**config.mk**
```make
export PLATFORM = sky130hd
export DESIGN_NAME = debug_unit
export DESIGN_NICKNAME = d
export VERILOG_FILES = /design/src/rtl/debug_unit_pkg.sv /design/src/rtl/du_word_serializer.sv /design/src/rtl/debug_unit.sv
export SDC_FILE = /design/constraint.sdc
export NUM_CORES = 1
export LEC_CHECK = 0
export CAP_MARGIN = 20
export CORE_MARGIN = 3
export CORE_UTILIZATION = 40
export DETAILED_ROUTE_END_ITERATION = 16
export PLACE_DENSITY = 0.67
export RECOVER_POWER = 50
export REMOVE_ABC_BUFFERS = 1
export SLEW_MARGIN = 20
export SYNTH_ARGS = -nofsm -noshare
export SYNTH_HDL_FRONTEND = slang
export SYNTH_SLANG_ARGS = --single-unit
```
**constraint.sdc**
```tcl
create_clock -name i_clk -period 3.6 [get_ports i_clk]
set_input_delay 0.9 -clock i_clk [delete_from_list [all_inputs] [get_ports i_clk]]
set_output_delay 0.9 -clock i_clk [all_outputs]
set_load 0.01 [all_outputs]
```
**src/rtl/debug_unit_pkg.sv**
```systemverilog
// rtl/debug_unit_pkg.sv - command bytes and FSM state encoding for debug_unit
package debug_unit_pkg;

  localparam logic [7:0] CMD_LOAD = 8'h4C;
  localparam logic [7:0] CMD_RUN  = 8'h52;
  localparam logic [7:0] CMD_STEP = 8'h53;
  localparam logic [7:0] ACK      = 8'h4B;
  localparam logic [7:0] ERR      = 8'hEE;

  typedef enum logic [3:0] {
    IDLE,
    LD_COUNT,
    LD_BYTE,
    LD_WRITE,
    RESP,
    RUN,
    STEP,
    STEP_WAIT,
    D_ADDR,
    D_LATCH,
    D_SEND,
    D_STATUS
  } state_t;

endpackage

```
**src/rtl/du_word_serializer.sv**
```systemverilog
// rtl/du_word_serializer.sv - sends a 32-bit word MSB first (or one byte) over valid/ready
module du_word_serializer (
  input  logic        i_clk,
  input  logic        i_reset,
  input  logic        i_start,
  input  logic        i_single,
  input  logic [31:0] i_word,
  output logic [7:0]  o_tx_data,
  output logic        o_tx_valid,
  input  logic        i_tx_ready,
  output logic        o_done
);

  logic [23:0] rest;
  logic [2:0]  left;

  // o_done marks the cycle in which the final byte is accepted
  assign o_done = o_tx_valid && i_tx_ready && (left == 3'd1);

  always_ff @(posedge i_clk or negedge i_reset) begin
    if (!i_reset) begin
      o_tx_data  <= '0;
      o_tx_valid <= 1'b0;
      rest       <= '0;
      left       <= '0;
    end else if (i_start) begin
      o_tx_valid <= 1'b1;
      if (i_single) begin
        o_tx_data <= i_word[7:0];
        rest      <= '0;
        left      <= 3'd1;
      end else begin
        o_tx_data <= i_word[31:24];
        rest      <= i_word[23:0];
        left      <= 3'd4;
      end
    end else if (o_tx_valid && i_tx_ready) begin
      if (left == 3'd1) begin
        o_tx_valid <= 1'b0;
        left       <= '0;
      end else begin
        o_tx_data <= rest[23:16];
        rest      <= {rest[15:0], 8'h00};
        left      <= left - 3'd1;
      end
    end
  end

endmodule

```
**src/rtl/debug_unit.sv**
```systemverilog
// rtl/debug_unit.sv - UART-side debug controller: program load, run/step, register and memory dump
module debug_unit
  import debug_unit_pkg::*;
#(
  parameter int NB_REG      = 32,
  parameter int NB_BYTE     = 8,
  parameter int N_REGS      = 32,
  parameter int N_MEM_WORDS = 32,
  parameter int MAX_INST    = 128
) (
  input  logic               i_clk,
  input  logic               i_reset,
  input  logic [NB_BYTE-1:0] i_rx_data,
  input  logic               i_rx_valid,
  output logic [NB_BYTE-1:0] o_tx_data,
  output logic               o_tx_valid,
  input  logic               i_tx_ready,
  output logic               o_dunit_clk_en,
  output logic               o_dunit_reset_pc,
  output logic               o_dunit_w_mem,
  output logic [NB_REG-1:0]  o_dunit_addr,
  output logic [NB_REG-1:0]  o_dunit_data,
  input  logic [NB_REG-1:0]  i_dunit_reg,
  input  logic [NB_REG-1:0]  i_dunit_mem_data,
  input  logic               i_halt,
  output logic               o_busy
);

  localparam logic [7:0] N_REGS_B = 8'(N_REGS);
  localparam logic [7:0] LAST_IDX = 8'(N_REGS + N_MEM_WORDS - 1);
  localparam logic [7:0] MAX_B    = 8'(MAX_INST);

  state_t      state, state_nx;
  logic        halted;
  logic [7:0]  ld_cnt, ld_idx, d_idx;
  logic [1:0]  byte_cnt;
  logic [31:0] ld_word;
  logic [NB_REG-1:0] addr_q;
  logic        reset_pc_q;
  logic        ser_start, ser_single, ser_done;
  logic [31:0] ser_word;
  logic [7:0]  ld_idx_nx, d_idx_nx;

  assign ld_idx_nx = 8'(ld_idx + 8'd1);
  assign d_idx_nx  = 8'(d_idx + 8'd1);

  // Dump walks register indices first, then data-memory byte addresses
  function automatic logic [NB_REG-1:0] dump_addr(input logic [7:0] k);
    if (k < N_REGS_B) return NB_REG'(k);
    return NB_REG'({8'(k - N_REGS_B), 2'b00});
  endfunction

  assign o_dunit_clk_en   = ((state == RUN) && !i_halt) || (state == STEP);
  assign o_dunit_reset_pc = reset_pc_q;
  assign o_dunit_w_mem    = (state == LD_WRITE);
  assign o_dunit_addr     = addr_q;
  assign o_dunit_data     = ld_word;
  assign o_busy           = (state != IDLE);

  always_ff @(posedge i_clk or negedge i_reset) begin
    if (!i_reset) begin
      state      <= IDLE;
      halted     <= 1'b0;
      ld_cnt     <= '0;
      ld_idx     <= '0;
      d_idx      <= '0;
      byte_cnt   <= '0;
      ld_word    <= '0;
      addr_q     <= '0;
      reset_pc_q <= 1'b0;
    end else begin
      state      <= state_nx;
      reset_pc_q <= (state == IDLE) && i_rx_valid && (i_rx_data == CMD_LOAD);
      case (state)
        IDLE: if (i_rx_valid) begin
          if (i_rx_data == CMD_LOAD) halted <= 1'b0;
          if (i_rx_data == CMD_RUN && i_halt) halted <= 1'b1;
          if (i_rx_data == CMD_RUN || i_rx_data == CMD_STEP) begin
            d_idx  <= '0;
            addr_q <= '0;
          end
        end
        LD_COUNT: if (i_rx_valid) begin
          ld_cnt   <= i_rx_data;
          ld_idx   <= '0;
          byte_cnt <= '0;
        end
        LD_BYTE: if (i_rx_valid) begin
          ld_word  <= {ld_word[23:0], i_rx_data};
          byte_cnt <= byte_cnt + 2'd1;
          if (byte_cnt == 2'd3) addr_q <= NB_REG'({ld_idx, 2'b00});
        end
        LD_WRITE: begin
          ld_idx   <= ld_idx_nx;
          byte_cnt <= '0;
          // a byte landing during the write cycle starts the next word
          if (i_rx_valid && ld_idx_nx != ld_cnt) begin
            ld_word  <= {ld_word[23:0], i_rx_data};
            byte_cnt <= 2'd1;
          end
        end
        RUN, STEP_WAIT: if (i_halt) halted <= 1'b1;
        D_SEND: if (ser_done && d_idx != LAST_IDX) begin
          d_idx  <= d_idx_nx;
          addr_q <= dump_addr(d_idx_nx);
        end
        default: ;
      endcase
    end
  end

  always_comb begin
    state_nx   = state;
    ser_start  = 1'b0;
    ser_single = 1'b0;
    ser_word   = '0;
    case (state)
      IDLE: if (i_rx_valid) begin
        case (i_rx_data)
          CMD_LOAD: state_nx = LD_COUNT;
          CMD_RUN:  state_nx = (halted || i_halt) ? D_ADDR : RUN;
          CMD_STEP: state_nx = halted ? D_ADDR : STEP;
          default:  state_nx = IDLE;
        endcase
      end
      LD_COUNT: if (i_rx_valid) begin
        if (i_rx_data == 8'd0 || i_rx_data > MAX_B) begin
          ser_start  = 1'b1;
          ser_single = 1'b1;
          ser_word   = {24'd0, (i_rx_data == 8'd0) ? ACK : ERR};
          state_nx   = RESP;
        end else begin
          state_nx = LD_BYTE;
        end
      end
      LD_BYTE: if (i_rx_valid && byte_cnt == 2'd3) state_nx = LD_WRITE;
      LD_WRITE: begin
        if (ld_idx_nx == ld_cnt) begin
          ser_start  = 1'b1;
          ser_single = 1'b1;
          ser_word   = {24'd0, ACK};
          state_nx   = RESP;
        end else begin
          state_nx = LD_BYTE;
        end
      end
      RESP:      if (ser_done) state_nx = IDLE;
      RUN:       if (i_halt) state_nx = D_ADDR;
      STEP:      state_nx = STEP_WAIT;
      STEP_WAIT: state_nx = D_ADDR;
      D_ADDR:    state_nx = D_LATCH;
      D_LATCH: begin
        ser_start = 1'b1;
        ser_word  = (d_idx < N_REGS_B) ? i_dunit_reg : i_dunit_mem_data;
        state_nx  = D_SEND;
      end
      D_SEND: if (ser_done) state_nx = (d_idx == LAST_IDX) ? D_STATUS : D_ADDR;
      D_STATUS: begin
        ser_start  = 1'b1;
        ser_single = 1'b1;
        ser_word   = {31'd0, halted};
        state_nx   = RESP;
      end
      default: state_nx = IDLE;
    endcase
  end

  du_word_serializer u_ser (
    .i_clk      (i_clk),
    .i_reset    (i_reset),
    .i_start    (ser_start),
    .i_single   (ser_single),
    .i_word     (ser_word),
    .o_tx_data  (o_tx_data),
    .o_tx_valid (o_tx_valid),
    .i_tx_ready (i_tx_ready),
    .o_done     (ser_done)
  );

endmodule

```
==> Yosys cells after proc, flatten, opt, wreduce, memory -nomap -nowiden <==
Cells that the tools add are included.
{ "totals": {"regBits": 132, "input_bits": 77, "out_inout_bits": 77, "word_cells": 160} }
{ "classes": {"addsub": 5, "magnitude_cmp": 3, "eq_ne": 34, "n_mux": 68, "n_reduce_logical": 37} }
{ "op_table": {"columns": ["operator", "n"], "rows": [
  ["32-bit two-way mux", 10],
  ["32-bit one-hot mux with 4 select lines", 1],
  ["24-bit two-way mux", 4],
  ["32-bit one-hot mux with 3 select lines", 1],
  ["8-bit two-way mux", 11],
  ["32-bit one-hot mux with 2 select lines", 1],
  ["4-bit one-hot mux with 12 select lines", 1],
  ["4-bit two-way mux", 8],
  ["8-bit one-hot mux with 2 select lines", 2],
  ["8-bit by 7-bit equality test with 1-bit output (second input constant)", 3],
  ["2-bit inequality test (second input constant)", 11],
  ["3-bit two-way mux", 6],
  ["8-bit by 1-bit adder with 8-bit output (second input constant)", 2],
  ["4-bit by 3-bit equality test with 1-bit output (second input constant)", 4],
  ["4-bit equality test (second input constant)", 4],
  ["8-bit by 6-bit less-than comparator with 1-bit output (second input constant)", 2],
  ["1-bit two-way mux", 14],
  ["4-bit one-hot mux with 3 select lines", 1],
  ["6-bit AND reduction", 2],
  ["2-bit nonzero test", 6],
  ["1-bit logical AND", 9],
  ["4-bit by 2-bit equality test with 1-bit output (second input constant)", 2],
  ["8-bit by 6-bit equality test with 1-bit output (second input constant)", 1],
  ["8-bit equality test", 1],
  ["26 further kinds", 40]
]} }

==> Depth between registers and ports, before layout <==
{ "logic_depth": {"depth_word": 8, "ltp_mapped": 10, "mapped_depth_nobuf": 9} }

==> Modules after synthesis <==
A second synthesis with hierarchy kept.
{ "unflattened": {"hier_cells": 650, "area_unflattened_um2": 6573.8} }
{ "modules_own_cells": {"columns": ["module", "n_inst", "cells_each", "area_per_inst_um2", "seq_area_each_um2"], "rows": [
  ["debug_unit", 1, 519, 4853.4, 1851.8],
  ["du_word_serializer", 1, 131, 1720.4, 900.9]
]} }

==> Worst setup path after synthesis <==
No wires, ideal clock.
{ "synth_path": {"kind": "input port to flip-flop", "start": "input i_rx_data[1]", "end": "register u_ser.left[0]", "setup_time_ps": 131, "t_arrival_ps": 2819, "required_time_ps": 3469, "path_slack_ps": 649, "stages": 8, "n_path_buf": 2, "cell_sequence": "or4_4 > or4_4 > a21oi_4 > or2_1 > buf_4 > buf_6 > o21ai_1 > or3_1"} }
{ "synth_between": {"elab_chain_cells": 7, "word_cells_on_any_way": 10, "classes_between": "1 x order compare; 6 x mux; 3 x reduce/logical"} }
{ "synth_rtl": {"columns": ["item", "line", "source"], "rows": [
  ["start, declared", "debug_unit.sv:13", "input logic [NB_BYTE-1:0] i_rx_data,"],
  ["8-bit > comparator or 8-bit zero test (tied branches)", "debug_unit.sv:127", "if (i_rx_data == 8'd0 || i_rx_data > MAX_B) begin"],
  ["1-bit logical OR (*)", "debug_unit.sv:127", null],
  ["1-bit two-way mux (*)", "debug_unit.sv:127", null],
  ["1-bit two-way mux (*)", "debug_unit.sv:126", "LD_COUNT: if (i_rx_valid) begin"],
  ["1-bit one-hot mux with 3 select lines", "debug_unit.sv:117", "case (state)"],
  ["3-bit two-way mux", "du_word_serializer.sv:28", "if (i_single) begin"],
  ["3-bit two-way mux", "du_word_serializer.sv:26", "end else if (i_start) begin"],
  ["end signal, assigned", "du_word_serializer.sv:44", "left <= left - 3'd1;"],
  ["end, declared", "du_word_serializer.sv:15", "logic [2:0] left;"]
]} }
Mark *: on every way between the ends. The rest lies on a longest branch, timed or not.
A chain may end at the register's enable or synchronous reset.

==> Final worst setup path <==
{ "layout_path": {"start": "input i_halt", "end": "output o_dunit_clk_en"} }
{ "layout_between": {"elab_chain_cells": 3} }
{ "layout_rtl": {"columns": ["item", "line", "source"], "rows": [
  ["start, declared", "debug_unit.sv:25", "input logic i_halt,"],
  ["1-bit zero test", "debug_unit.sv:53", "assign o_dunit_clk_en = ((state == RUN) && !i_halt) || (state == STEP);"],
  ["1-bit logical AND", "debug_unit.sv:53", null],
  ["1-bit logical OR", "debug_unit.sv:53", null],
  ["end, declared", "debug_unit.sv:18", "output logic o_dunit_clk_en,"]
]} }
No other way between the ends.

==> load_flow_metrics.sql <==
INSERT INTO impl_metrics (metric_group, metric, value, unit) VALUES
('clock_tree', 'clkSlewWorstSetupHoldPaths', '70', 'ps'),
('grt', 'gr-usage-all-layers', '19.0', '%'),
('sta', 'finalCritPeriodShare', '88.3', '%'),
('logic_synthesis', 'count_of_flip_flops_with_a_built_in_enable_after_synthesis', '0', ''),
('clock_tree', 'cts-root-to-sink-buffers', '2', ''),
('sta', 'final.min_clock_period', '3180', 'ps'),
('grt', 'pin_count_of_the_biggest_net_entering_global_routing', '66', ''),
('floorplanning', 'starting_density_of_the_core', '41.3', '%'),
('routing', 'vias', '5312', ''),
('routing', 'routed_wire_length_per_instance', '16.1', 'µm'),
('sta', 'setup-violations-final', '0', ''),
('logic_synthesis', 'async_set_or_reset_register_ratio_after_synthesis', '100', '%'),
('logic_synthesis', 'synth-seq-cells', '110', ''),
('final_layout', 'insertedDiodeCount', '0', ''),
('floorplanning', 'dieHeight', '132', 'µm'),
('worst_setup_path', 'critical_path_startpoint_category', 'primary input', ''),
('worst_setup_path', 'crit_start', 'i_halt', ''),
('logic_synthesis', 'number_of_standard_cells_after_synthesis', '662', ''),
('place', 'place.port_buffers', '131', ''),
('routing', 'drt_first_pass_iters', '4', ''),
('sta', 'totalNegativeSetupSlack', '0', 'ps'),
('pwr', 'cellPowerDensity', '716', 'nW/µm²'),
('routing', 'drt_first_iter_violations', '373', ''),
('clock_tree', 'cts_sinks', '110', ''),
('sta', 'worst_clock_skew', '7.14', 'ps'),
('worst_setup_path', 'endpoint_kind', 'output pin', ''),
('logic_synthesis', 'synth_sequential_area_ratio', '43.6', '%'),
('outcome', 'failing_checks', 'max-capacitance violations, max-slew violations', ''),
('grt', 'first_global_vias', '5380', ''),
('worst_setup_path', 'crit_required', '2700', 'ps'),
('pwr', 'total_leakage_power', '0.00350', 'µW'),
('sta', 'max_slew_margin', '-75.0', '%'),
('flow_run', 'cap_violations', '1', ''),
('floorplanning', 'die_area', '17300', 'µm²'),
('pwr', 'peakVddDrop', '0.300', 'mV'),
('place', 'placed_cells', '979', ''),
('clock_tree', 'insertion_delay', '350', 'ps'),
('logic_synthesis', 'yosys_warnings', '0', ''),
('logic_synthesis', 'synth.top_cell.area_share', '43.6', '%'),
('final_layout', 'post_layout_nonfiller_instances', '993', ''),
('logic_synthesis', 'mappedNetlistArea', '6320', 'µm²'),
('floorplanning', 'top_level_ports', '154', ''),
('floorplanning', 'floorplan.core_area', '15300', 'µm²'),
('sta', 'clock.fmax', '315', 'MHz'),
('worst_setup_path', 'endpoint_arrival_time_on_the_critical_path', '2280', 'ps'),
('clock_tree', 'post_cts_resized', '0', ''),
('logic_synthesis', 'netlist_top_cells_area', 'sky130_fd_sc_hd__dfrtp_1, sky130_fd_sc_hd__mux2_2, sky130_fd_sc_hd__mux2i_1', ''),
('clock_tree', 'number_of_buffers_created_by_cts', '9', ''),
('sta', 'worst_pin_slew', '2620', 'ps'),
('routing', 'drc', '0', ''),
('logic_synthesis', 'postSynthAreaPerCell', '9.54', 'µm²'),
('outcome', 'outcome', 'finished with violations', ''),
('sta', 'finalMaxSlewViolations', '46', ''),
('clock_tree', 'cts_tree', 'done', ''),
('clock_tree', 'ctsRootBufferMaster', 'sky130_fd_sc_hd__clkbuf_16', ''),
('routing', 'avgViaCountPerCell', '5.35', ''),
('sta', 'unrepaired_setup_endpoints_after_global_routing', 'false', ''),
('worst_setup_path', 'startpoint_of_the_worst_register_to_register_path', 'ld_idx[4]', ''),
('logic_synthesis', 'synth_area_leader_cell', 'sky130_fd_sc_hd__dfrtp_1', ''),
('worst_setup_path', 'worst-path-max-fanout', '6', ''),
('grt', 'grt.overflow.total', '0', ''),
('grt', 'grt_pass1_wl', '27500', 'µm'),
('place', 'hpwl', '11800', 'µm'),
('clock_tree', 'cts_post_setup_buffers_inserted', '0', ''),
('final_layout', 'flow.area_growth_from_synthesis', '28.0', '%'),
('logic_synthesis', 'synth_top_flop_cell', 'sky130_fd_sc_hd__dfrtp_1', ''),
('floorplanning', 'dieWidth', '132', 'µm'),
('worst_hold_path', 'min-delay-start', 'o_dunit_addr[7]', ''),
('clock_tree', 'hold_buffers', '0', ''),
('grt', 'number_of_antenna_violations_at_the_first_check_in_global_routing', '0', ''),
('floorplanning', 'std_cell_rows', '45', ''),
('routing', 'routed_wirelength', '16000', 'µm'),
('routing', 'route.antenna.remaining_nets', '0', ''),
('sta', 'final_hold_viol_count', '0', ''),
('worst_setup_path', 'worst-setup-path-type', 'primary input to output pin', ''),
('final_layout', 'finalNetCount', '862', ''),
('place', 'globalplace.congestion', '0.856', ''),
('final_layout', 'drive_above_1_share', '11.4', '%'),
('clock_tree', 'cts_htree_levels', '3', ''),
('logic_synthesis', 'synth.lib_cells_used.distinct', '70', ''),
('worst_hold_path', 'worst_hold_path_type', 'register to register', '');
path summary, 6_finish.rpt:
kind                       slack [ps]          endpoint  depth (start not counted)
max                               420    o_dunit_clk_en                          5
min                               480   o_dunit_addr[7]                          1
max reg2reg                       700  o_dunit_data[21]                          6
min reg2reg                       480   o_dunit_addr[7]                          1
max in group asynchronous         740     u_ser.rest[6]                          1
min in group asynchronous        1370         ld_idx[3]                          1
critical path: stages:
cell and delay [ps]:
sky130_fd_sc_hd__clkdlybuf4s50_1 510, sky130_fd_sc_hd__inv_1 90, sky130_fd_sc_hd__a21oi_1 60, sky130_fd_sc_hd__nor2_1 160, sky130_fd_sc_hd__clkdlybuf4s50_1 560
where the power goes:
group | internal, µW | total (µW) | switching [µW]
clock network | 532 | 957 | 425
logic | 1430 | 2660 | 1240
registers | 1750 | 2160 | 411
total | 3710 | 5790 | 2080
cell usage in the layout, fill, tap and decap left out, types with 5 or more instances in the layout:
cell type	instances
sky130_fd_sc_hd__dfrtp_1	110
sky130_fd_sc_hd__clkdlybuf4s50_1	107
sky130_fd_sc_hd__nand2_1	52
sky130_fd_sc_hd__nor2_1	50
sky130_fd_sc_hd__nor3_1	44
sky130_fd_sc_hd__mux2_2	41
sky130_fd_sc_hd__o21ai_0	35
sky130_fd_sc_hd__nand3_1	32
sky130_fd_sc_hd__mux2i_1	29
sky130_fd_sc_hd__dlygate4sd3_1	23
sky130_fd_sc_hd__conb_1	22
sky130_fd_sc_hd__buf_4	21
sky130_fd_sc_hd__a21oi_1	17
sky130_fd_sc_hd__o22a_1	17
sky130_fd_sc_hd__o22ai_1	13
sky130_fd_sc_hd__inv_1	12
sky130_fd_sc_hd__xnor2_1	12
sky130_fd_sc_hd__nor2b_1	9
sky130_fd_sc_hd__nand2b_1	9
sky130_fd_sc_hd__clkbuf_16	9
sky130_fd_sc_hd__or3_1	8
sky130_fd_sc_hd__o31ai_1	8
sky130_fd_sc_hd__o21a_1	7
sky130_fd_sc_hd__o311ai_0	6
sky130_fd_sc_hd__ha_1	6
sky130_fd_sc_hd__nand4_1	5
sky130_fd_sc_hd__and2_1	5
sky130_fd_sc_hd__clkbuf_1	5
registers in the layout (all words and copies together) (netlist names):
register	cells
state	4
u_ser.o_tx_valid	1
u_ser.rest	24
o_dunit_addr	10
u_ser.o_tx_data	8
u_ser.left	3
o_dunit_data	32
ld_cnt	8
d_idx	8
ld_idx	8
halted	1
byte_cnt	2
o_dunit_reset_pc	1
logic make-up after synthesis:
family,synth area share (%)
AND/OR/NAND/NOR,18.2
AO/OA/AOI/OAI,15.6
flip-flops,43.6
buffers and inverters,7.03
multiplexers,12.1
XOR/XNOR,2.08
adder cells (fa/ha/maj),1.35
other,0.0594
routing by layer:
metal	vias up	GRT usage, %	part of all wire [%]
met1	2543	25.6	45
met2	178	31.0	48
met4	0	5.72	1.9
met5	-	0	0
li1	2567	-	-
met3	24	3.60	5.6
synth_stat cells, types with 3 or more instances:
cell                       instances
sky130_fd_sc_hd__a211o_1           3
sky130_fd_sc_hd__a21o_1            3
sky130_fd_sc_hd__a21oi_1          17
sky130_fd_sc_hd__and2_1            5
sky130_fd_sc_hd__and3_1            3
sky130_fd_sc_hd__buf_2             7
sky130_fd_sc_hd__buf_4            26
sky130_fd_sc_hd__buf_6             3
sky130_fd_sc_hd__clkbuf_1         34
sky130_fd_sc_hd__dfrtp_1         110
sky130_fd_sc_hd__ha_1              6
sky130_fd_sc_hd__inv_1            12
sky130_fd_sc_hd__mux2_2           41
sky130_fd_sc_hd__mux2i_1          29
sky130_fd_sc_hd__nand2_1          52
sky130_fd_sc_hd__nand2b_1          9
sky130_fd_sc_hd__nand3_1          32
sky130_fd_sc_hd__nand4_1           5
sky130_fd_sc_hd__nor2_1           50
sky130_fd_sc_hd__nor2b_1          10
sky130_fd_sc_hd__nor3_1           45
sky130_fd_sc_hd__o211ai_1          3
sky130_fd_sc_hd__o21a_1            7
sky130_fd_sc_hd__o21ai_0          35
sky130_fd_sc_hd__o21ai_1           3
sky130_fd_sc_hd__o22a_1           17
sky130_fd_sc_hd__o22ai_1          13
sky130_fd_sc_hd__o311ai_0          6
sky130_fd_sc_hd__o31ai_1           8
sky130_fd_sc_hd__or3_1             8
sky130_fd_sc_hd__xnor2_1          12
sky130_fd_sc_hd__xor2_1            3
area by class of cell:
type / count / area (µm²)
fill: 1401 / 7230
multi-input combinational: 489 / 3220
timing repair buffer: 156 / 1530
inverter: 13 / 48.8
sequential: 110 / 2750
clock buffer: 12 / 236
clock inverter: 2 / 35.0
tap: 211 / 264
stage by stage:
stage	utilization, %	setup slack (ps)	hold slack, ps	power (µW)	area [µm²]
3_3_place_gp	51.1	116	460	4810	7820
3_5_place_dp	51.1	66.5	480	4910	7820
4_1_cts	52.8	396	494	5880	8090
2_1_floorplan	-	-926	443	3650	6000
5_1_grt	52.8	188	496	6230	8090
6_report	52.8	422	482	5790	8090
(Power assumes the default switching activity.)
